**src/rtl/pe_v4_pkg.sv**
```systemverilog
// Shared definitions for the pe_core_v4 processing element.
// Holds the opcode field layout, the integer instruction class, the op
// codes (unchanged from v3) and a legality helper used by the decoder.
package pe_v4_pkg;

   // Bit positions of the fields inside the 32-bit opcode word.
   localparam int unsigned OP_LSB    = 0;
   localparam int unsigned OP_W      = 5;
   localparam int unsigned CLASS_LSB = 5;
   localparam int unsigned CLASS_W   = 7;

   localparam logic [CLASS_W-1:0] CLASS_INT = 7'h01;

   localparam logic [OP_W-1:0] OP_ADD     = 5'd1;
   localparam logic [OP_W-1:0] OP_SUB     = 5'd2;
   localparam logic [OP_W-1:0] OP_MUL     = 5'd3;
   localparam logic [OP_W-1:0] OP_MAC     = 5'd4;
   localparam logic [OP_W-1:0] OP_MAX     = 5'd5;
   localparam logic [OP_W-1:0] OP_MIN     = 5'd6;
   localparam logic [OP_W-1:0] OP_RELU    = 5'd7;
   localparam logic [OP_W-1:0] OP_ACC     = 5'd8;
   localparam logic [OP_W-1:0] OP_ACC_CLR = 5'd9;

   // Op codes are contiguous, so a range test covers every listed op.
   function automatic logic is_legal(input logic [CLASS_W-1:0] cls,
                                     input logic [OP_W-1:0]    op);
      return (cls == CLASS_INT) && (op >= OP_ADD) && (op <= OP_ACC_CLR);
   endfunction

endpackage

```
**src/rtl/pe_core_v4_if.sv**
```systemverilog
// Issue/result bus of pe_core_v4.
//   master : issue logic + result consumer (drives op, operands, tag,
//            valid_in, result_ready)
//   slave  : the processing element (drives ready_out and the result side)
interface pe_core_v4_if #(
   parameter int unsigned DATA_W = 32,
   parameter int unsigned TAG_W  = 4
);
   logic [31:0]       opcode;
   logic [DATA_W-1:0] op1;
   logic [DATA_W-1:0] op2;
   logic [DATA_W-1:0] op3;
   logic [TAG_W-1:0]  tag_in;
   logic              valid_in;
   logic              ready_out;
   logic [DATA_W-1:0] result_out;
   logic [TAG_W-1:0]  tag_out;
   logic              err_out;
   logic              result_valid;
   logic              result_ready;

   modport master (
      output opcode, op1, op2, op3, tag_in, valid_in, result_ready,
      input  ready_out, result_out, tag_out, err_out, result_valid
   );

   modport slave (
      input  opcode, op1, op2, op3, tag_in, valid_in, result_ready,
      output ready_out, result_out, tag_out, err_out, result_valid
   );
endinterface

```
**src/rtl/pe_v4_sat.sv**
```systemverilog
// Narrows a wide signed value to DATA_W bits.
//   din  : wide signed value (IN_W bits)
//   dout : DATA_W-bit view; clamped to the signed DATA_W range when SAT != 0,
//          otherwise the low DATA_W bits
module pe_v4_sat #(
   parameter int unsigned IN_W   = 65,
   parameter int unsigned DATA_W = 32,
   parameter int unsigned SAT    = 0
) (
   input  logic signed [IN_W-1:0] din,
   output logic [DATA_W-1:0]      dout
);

   // The value fits when every bit from the DATA_W sign bit upward agrees.
   logic fits;
   assign fits = (&din[IN_W-1:DATA_W-1]) | ~(|din[IN_W-1:DATA_W-1]);

   always_comb begin
      dout = din[DATA_W-1:0];
      if ((SAT != 0) && !fits) begin
         dout = din[IN_W-1] ? {1'b1, {(DATA_W-1){1'b0}}} : {1'b0, {(DATA_W-1){1'b1}}};
      end
   end

endmodule

```
**src/rtl/pe_core_v4.sv**
```systemverilog
// Two-stage pipelined integer ALU/MAC with valid/ready backpressure.
//   clk, rst_n : clock, asynchronous active-low reset
//   bus        : pe_core_v4_if slave port (opcode/operands/tag/valid_in in,
//                ready_out out; result_out/tag_out/err_out/result_valid out,
//                result_ready in)
// S1 decodes, flags illegal ops and forms the full-precision product.
// S2 does add/compare, the accumulator read-modify-write and the narrowing.
module pe_core_v4
   import pe_v4_pkg::*;
#(
   parameter int unsigned DATA_W = 32,
   parameter int unsigned ACC_W  = 64,
   parameter int unsigned TAG_W  = 4,
   parameter int unsigned SAT    = 0
) (
   input logic          clk,
   input logic          rst_n,
   pe_core_v4_if.slave  bus
);

   localparam int unsigned PROD_W = 2 * DATA_W;
   // One bit over the accumulator holds every intermediate without overflow.
   localparam int unsigned WIDE_W = ACC_W + 1;

   logic en;

   // ---------------- S1: decode + product ----------------
   logic [OP_W-1:0]          op_in;
   logic [CLASS_W-1:0]       cls_in;
   logic signed [DATA_W-1:0] a_in, b_in;
   logic signed [PROD_W-1:0] prod_in;
   logic                     unused_opcode;

   assign op_in         = bus.opcode[OP_LSB +: OP_W];
   assign cls_in        = bus.opcode[CLASS_LSB +: CLASS_W];
   assign unused_opcode = ^bus.opcode[31:CLASS_LSB+CLASS_W];
   assign a_in          = bus.op1;
   assign b_in          = bus.op2;
   assign prod_in       = PROD_W'(a_in) * PROD_W'(b_in);

   logic                     s1_valid_q;
   logic [OP_W-1:0]          s1_op_q;
   logic                     s1_illegal_q;
   logic signed [DATA_W-1:0] s1_a_q, s1_b_q, s1_c_q;
   logic signed [PROD_W-1:0] s1_prod_q;
   logic [TAG_W-1:0]         s1_tag_q;

   always_ff @(posedge clk or negedge rst_n) begin
      if (!rst_n) begin
         s1_valid_q   <= 1'b0;
         s1_op_q      <= '0;
         s1_illegal_q <= 1'b0;
         s1_a_q       <= '0;
         s1_b_q       <= '0;
         s1_c_q       <= '0;
         s1_prod_q    <= '0;
         s1_tag_q     <= '0;
      end else if (en) begin
         s1_valid_q <= bus.valid_in;
         if (bus.valid_in) begin
            s1_op_q      <= op_in;
            s1_illegal_q <= !is_legal(cls_in, op_in);
            s1_a_q       <= a_in;
            s1_b_q       <= b_in;
            s1_c_q       <= bus.op3;
            s1_prod_q    <= prod_in;
            s1_tag_q     <= bus.tag_in;
         end
      end
   end

   // ---------------- S2: execute + accumulator ----------------
   logic signed [ACC_W-1:0]  acc_q, acc_d, acc_sum;
   logic signed [WIDE_W-1:0] wide;
   logic [DATA_W-1:0]        res_d;

   always_comb begin
      acc_sum = acc_q + ACC_W'(s1_prod_q);
      acc_d   = acc_q;
      wide    = '0;
      case (s1_op_q)
         OP_ADD:  wide = WIDE_W'(s1_a_q) + WIDE_W'(s1_b_q);
         OP_SUB:  wide = WIDE_W'(s1_a_q) - WIDE_W'(s1_b_q);
         OP_MUL:  wide = WIDE_W'(s1_prod_q);
         OP_MAC:  wide = WIDE_W'(s1_prod_q) + WIDE_W'(s1_c_q);
         OP_MAX:  wide = (s1_a_q > s1_b_q) ? WIDE_W'(s1_a_q) : WIDE_W'(s1_b_q);
         OP_MIN:  wide = (s1_a_q < s1_b_q) ? WIDE_W'(s1_a_q) : WIDE_W'(s1_b_q);
         OP_RELU: wide = s1_a_q[DATA_W-1] ? '0 : WIDE_W'(s1_a_q);
         OP_ACC: begin
            acc_d = acc_sum;
            wide  = WIDE_W'(acc_sum);
         end
         OP_ACC_CLR: begin
            acc_d = '0;
            wide  = WIDE_W'(acc_q);
         end
         default: wide = '0;
      endcase
      // Illegal ops report zero and leave the accumulator alone.
      if (s1_illegal_q) begin
         wide  = '0;
         acc_d = acc_q;
      end
   end

   pe_v4_sat #(
      .IN_W   (WIDE_W),
      .DATA_W (DATA_W),
      .SAT    (SAT)
   ) u_sat (
      .din  (wide),
      .dout (res_d)
   );

   logic              res_valid_q;
   logic [DATA_W-1:0] res_q;
   logic [TAG_W-1:0]  tag_q;
   logic              err_q;

   always_ff @(posedge clk or negedge rst_n) begin
      if (!rst_n) begin
         res_valid_q <= 1'b0;
         res_q       <= '0;
         tag_q       <= '0;
         err_q       <= 1'b0;
         acc_q       <= '0;
      end else if (en) begin
         res_valid_q <= s1_valid_q;
         if (s1_valid_q) begin
            res_q <= res_d;
            tag_q <= s1_tag_q;
            err_q <= s1_illegal_q;
            acc_q <= acc_d;
         end
      end
   end

   // Both stages advance together; a held result freezes the whole pipe.
   assign en               = !res_valid_q || bus.result_ready;
   assign bus.ready_out    = en;
   assign bus.result_valid = res_valid_q;
   assign bus.result_out   = res_q;
   assign bus.tag_out      = tag_q;
   assign bus.err_out      = err_q;

endmodule

```
**src/flat_wrapper.sv**
```systemverilog
// flat-port wrapper written by rule: the top's interface ports become plain ports
module pe_core_v4_flat import pe_v4_pkg::*;
#(
   parameter int unsigned DATA_W = 32,
   parameter int unsigned ACC_W  = 64,
   parameter int unsigned TAG_W  = 4,
   parameter int unsigned SAT    = 0
)
  (clk, rst_n, bus_opcode, bus_op1, bus_op2, bus_op3, bus_tag_in, bus_valid_in, bus_result_ready, bus_ready_out, bus_result_out, bus_tag_out, bus_err_out, bus_result_valid);
  pe_core_v4_if #(.DATA_W(DATA_W), .TAG_W(TAG_W)) bus_i ();
  input logic clk;
  input logic rst_n;
  input wire logic [$bits(bus_i.opcode)-1:0] bus_opcode;
  input wire logic [$bits(bus_i.op1)-1:0] bus_op1;
  input wire logic [$bits(bus_i.op2)-1:0] bus_op2;
  input wire logic [$bits(bus_i.op3)-1:0] bus_op3;
  input wire logic [$bits(bus_i.tag_in)-1:0] bus_tag_in;
  input wire logic [$bits(bus_i.valid_in)-1:0] bus_valid_in;
  input wire logic [$bits(bus_i.result_ready)-1:0] bus_result_ready;
  output wire logic [$bits(bus_i.ready_out)-1:0] bus_ready_out;
  output wire logic [$bits(bus_i.result_out)-1:0] bus_result_out;
  output wire logic [$bits(bus_i.tag_out)-1:0] bus_tag_out;
  output wire logic [$bits(bus_i.err_out)-1:0] bus_err_out;
  output wire logic [$bits(bus_i.result_valid)-1:0] bus_result_valid;
  assign bus_i.opcode = bus_opcode;
  assign bus_i.op1 = bus_op1;
  assign bus_i.op2 = bus_op2;
  assign bus_i.op3 = bus_op3;
  assign bus_i.tag_in = bus_tag_in;
  assign bus_i.valid_in = bus_valid_in;
  assign bus_i.result_ready = bus_result_ready;
  assign bus_ready_out = bus_i.ready_out;
  assign bus_result_out = bus_i.result_out;
  assign bus_tag_out = bus_i.tag_out;
  assign bus_err_out = bus_i.err_out;
  assign bus_result_valid = bus_i.result_valid;
  pe_core_v4 #(.DATA_W(DATA_W), .ACC_W(ACC_W), .TAG_W(TAG_W), .SAT(SAT)) u_core (.clk(clk), .rst_n(rst_n), .bus(bus_i));
endmodule
```
**config.mk**
```make
export PLATFORM = sky130hd
export DESIGN_NAME = pe_core_v4_flat
export DESIGN_NICKNAME = d
export VERILOG_FILES = /design/src/rtl/pe_v4_pkg.sv /design/src/rtl/pe_core_v4_if.sv /design/src/rtl/pe_v4_sat.sv /design/src/rtl/pe_core_v4.sv /design/src/flat_wrapper.sv
export SDC_FILE = /design/constraint.sdc
export NUM_CORES = 2
export LEC_CHECK = 0
export ABC_AREA = 1
export BUFFER_PORTS_ARGS = -buffer_cell sky130_fd_sc_hd__buf_2
export CORE_MARGIN = 4
export CORE_UTILIZATION = 55
export DETAILED_ROUTE_END_ITERATION = 8
export PLACE_DENSITY = 0.73
export SLEW_MARGIN = 25
export SYNTH_ARGS = -nofsm -noshare
export SYNTH_HDL_FRONTEND = slang
export SYNTH_SLANG_ARGS = --single-unit
```
**constraint.sdc**
```tcl
create_clock -name clk -period 3.2 [get_ports clk]
set_input_delay 0.64 -clock clk [delete_from_list [all_inputs] [get_ports clk]]
set_output_delay 0.64 -clock clk [all_outputs]
set_load 0.01 [all_outputs]
```
==> results.cfg <==
[clocking]
cts_root_buf = clkbuf_16
clock-sinks = 209
clk_latency_ps = 570
htreeDepth = 1
path_clk_slew_ps = 60
cts_tree = built
clockBufferDepth = 3
numCtsBuffers = 24

[drt]
via_per_inst = 5.69
vias = 38400
wirelength_um = 149000
drtAntennaViolNets = 0
drc = 0
wl_per_cell_um = 22.1
drtPass1Iterations = 6
drt_iter0_drc = 4080

[synthesis]
syn_area_per_cell_sq_um = 6.72
synth_nets = 6171
synth_area_leaders = fa_1 (23%), nand2_1 (17%), dfrtp_1 (15%), inv_1 (12%), ha_1 (9.6%)
syn-cell-area_sq_um = 35900
synth_warnings = 0
synth_top_area_share_pct = 23.0
synth.ff_latch_count = 209
yosysSeqAreaShare_pct = 14.6
ys_types = 54
yosysTopAreaCell = fa_1
synthCells = 5348

[sta]
fin_crit_ps = 6340
setup_viol = 28
hold_viol = 0
finalClockSkew_ps = 23.1
hold-worst-slack_ps = 59.1
finalSetupTns_ps = -67530
fin_crit_sh_pct = 198
slew_violations = 0
max_slew_margin_pct = 50.5
setup_slack_ps = -3140
tightest_slew_ps = 742
rsz0062_at_grt = true
max_freq_mhz = 158

[floorplan]
die_x_um = 264
fp-row-count = 93
core_sq_um = 64600
ioPinCount = 175
die_area_sq_um = 69500
die_y_um = 264
initial_core_util_pct = 55.6

[worst_setup_path]
arrival_ps = 6800
rrSetupSlack_ps = 40
reg2reg_from = u_core.s1_prod_q[9]
end_kind = flip-flop
crit_type = in -> reg
crit_fanout = 6
crit_path_start_kind = primary input
reg2reg_depth = 14
r2r-end = u_core.bus.result_out[23]
worstPathRequired_ps = 3660

[global_route]
overflow = 0
grt_pass1_vias = 37900
grt_pass1_wl_um = 220000
grt_util_met1_pct = 53.7
antenna_found_initial = 11
globalRouteTotalUtil_pct = 41.0
grtUsageMet3_pct = 5.88
grt_util_met2_pct = 65.2
grt_max_degree = 73
top_usage_layer = met2

[run]
drv_cap = 0

[placement]
io_buffers = 154
placed_area_sq_um = 41400
place.gp.congestion = 1.05
hpwl_um = 120000
pre_cts_ws_ps = -3760

[finish]
final_cell_mix = nand2_1 (1,533), inv_1 (1,146), buf_4 (470), fa_1 (384), nand3_1 (301)
final_area_sq_um = 44300
drive_above_1_share_pct = 18.2
final_common_cell = nand2_1
final_nets = 6701
area_growth_syn_to_layout_pct = 23.3

[hold_path]
min_path_type = in -> async

[outcome]
violations = negative setup slack
status = complete, but fails checks
worst max-delay path by stage:
stage                     start                    to  slack (ps)  cells past startpoint
global placement     bus_op2[3]  u_core.s1_prod_q[31]       -3710                     26
detailed placement   bus_op2[2]  u_core.s1_prod_q[31]       -3760                     26
CTS                 bus_op1[12]  u_core.s1_prod_q[28]       -2950                     26
finish              bus_op1[11]  u_core.s1_prod_q[28]       -3140                     28
global route         bus_op2[9]  u_core.s1_prod_q[28]       -3300                     28
floorplan            bus_op2[7]  u_core.s1_prod_q[25]       -3330                     27
cells by family (layout without fill, tap and decap cells):
group	after synthesis	after routing	share of synthesized area, %
other	0	4	0
buffers and inverters	1401	1944	14.8
adder cells (fa/ha/maj)	687	687	32.5
XOR/XNOR	35	35	0.853
flip-flops	209	209	14.6
AO/OA/AOI/OAI	631	631	9.88
AND/OR/NAND/NOR	2385	2386	27.3
through the flow:
stage,instances,utilization (%)
2_1_floorplan,5348,-
3_3_place_gp,6662,64.2
5_1_grt,6748,68.6
3_5_place_dp,6662,64.2
6_report,6751,68.6
4_1_cts,6723,67.2
per-layer routing:
metal	routed length, um	part of all wire, %
met1	57400	39
met2	66700	45
met3	13400	9.0
met4	11400	7.7
met5	68	0.046
synthesized netlist by cell type (all sizes together):
library cell and number:
a211oi 3, or2 18, o21ai 273, and3 4, o221ai 5, a221oi 12
nor3b 4, xor2 21, a22oi 12, nor4 11, nor2 305, clkinv 6
buf 45, xnor2 14, nand3b 15, fa 412, a221o 1, and2 4
dfrtp 209, a21o 21, ha 275, nand3 326, a41oi 1, a21boi 10
o22ai 23, nand2 1607, a31oi 8, o211ai 17, o21a 7, o21bai 17
inv 1201, o31ai 2, clkbuf 149, a21oi 212, nor3 31, nand4 60
o2111ai 7
repair_timing:
action	in CTS	in global routing
hold buffers	0	0
endpoints found under the setup margin	54	60
resized for setup	259	175
pin swaps	156	123
buffers inserted	18	26
cloned	3	2
flip-flops by register name, indices dropped and copies added (netlist names):
signal and count:
u_core.acc_q 32, u_core.bus.tag_out 4, u_core.s1_prod_q 32, u_core.s1_a_q 32
u_core.s1_b_q 32, u_core.s1_tag_q 4, u_core.bus.result_out 32, u_core.s1_valid_q 1
u_core.s1_op_q 5, u_core.s1_c_q 32, u_core.bus.result_valid 1, u_core.bus.err_out 1
u_core.s1_illegal_q 1
cell type report:
class / count / area (sq um)
Sequential cell: 209 / 5230
Antenna cell: 4 / 10.0
Multi-Input combinational cell: 3739 / 27000
Fill cell: 5360 / 20300
Clock inverter: 9 / 80.1
Inverter: 1207 / 4540
Clock buffer: 31 / 668
Tap cell: 855 / 1070
Timing Repair Buffer: 697 / 5720
worst max-delay path: stages:
cell and delay [ps]:
buf_6 120, buf_4 150, buf_4 180, nand2_1 70, inv_1 50, fa_1 530
fa_2 460, fa_1 520, inv_1 70, fa_1 560, inv_1 80, ha_4 270
ha_4 190, fa_1 520, fa_1 420, ha_1 310, buf_4 140, nand2_1 100
inv_1 180, nand3_2 150, nor3_2 230, nand2_1 90, o211ai_1 260, nand3_1 140
nand2_1 130, nand2_1 90, nand3_2 80, nand2_1 50
Power is not shown: default switching activity piles up to over one toggle a cycle in this logic, so the estimate is an artifact.
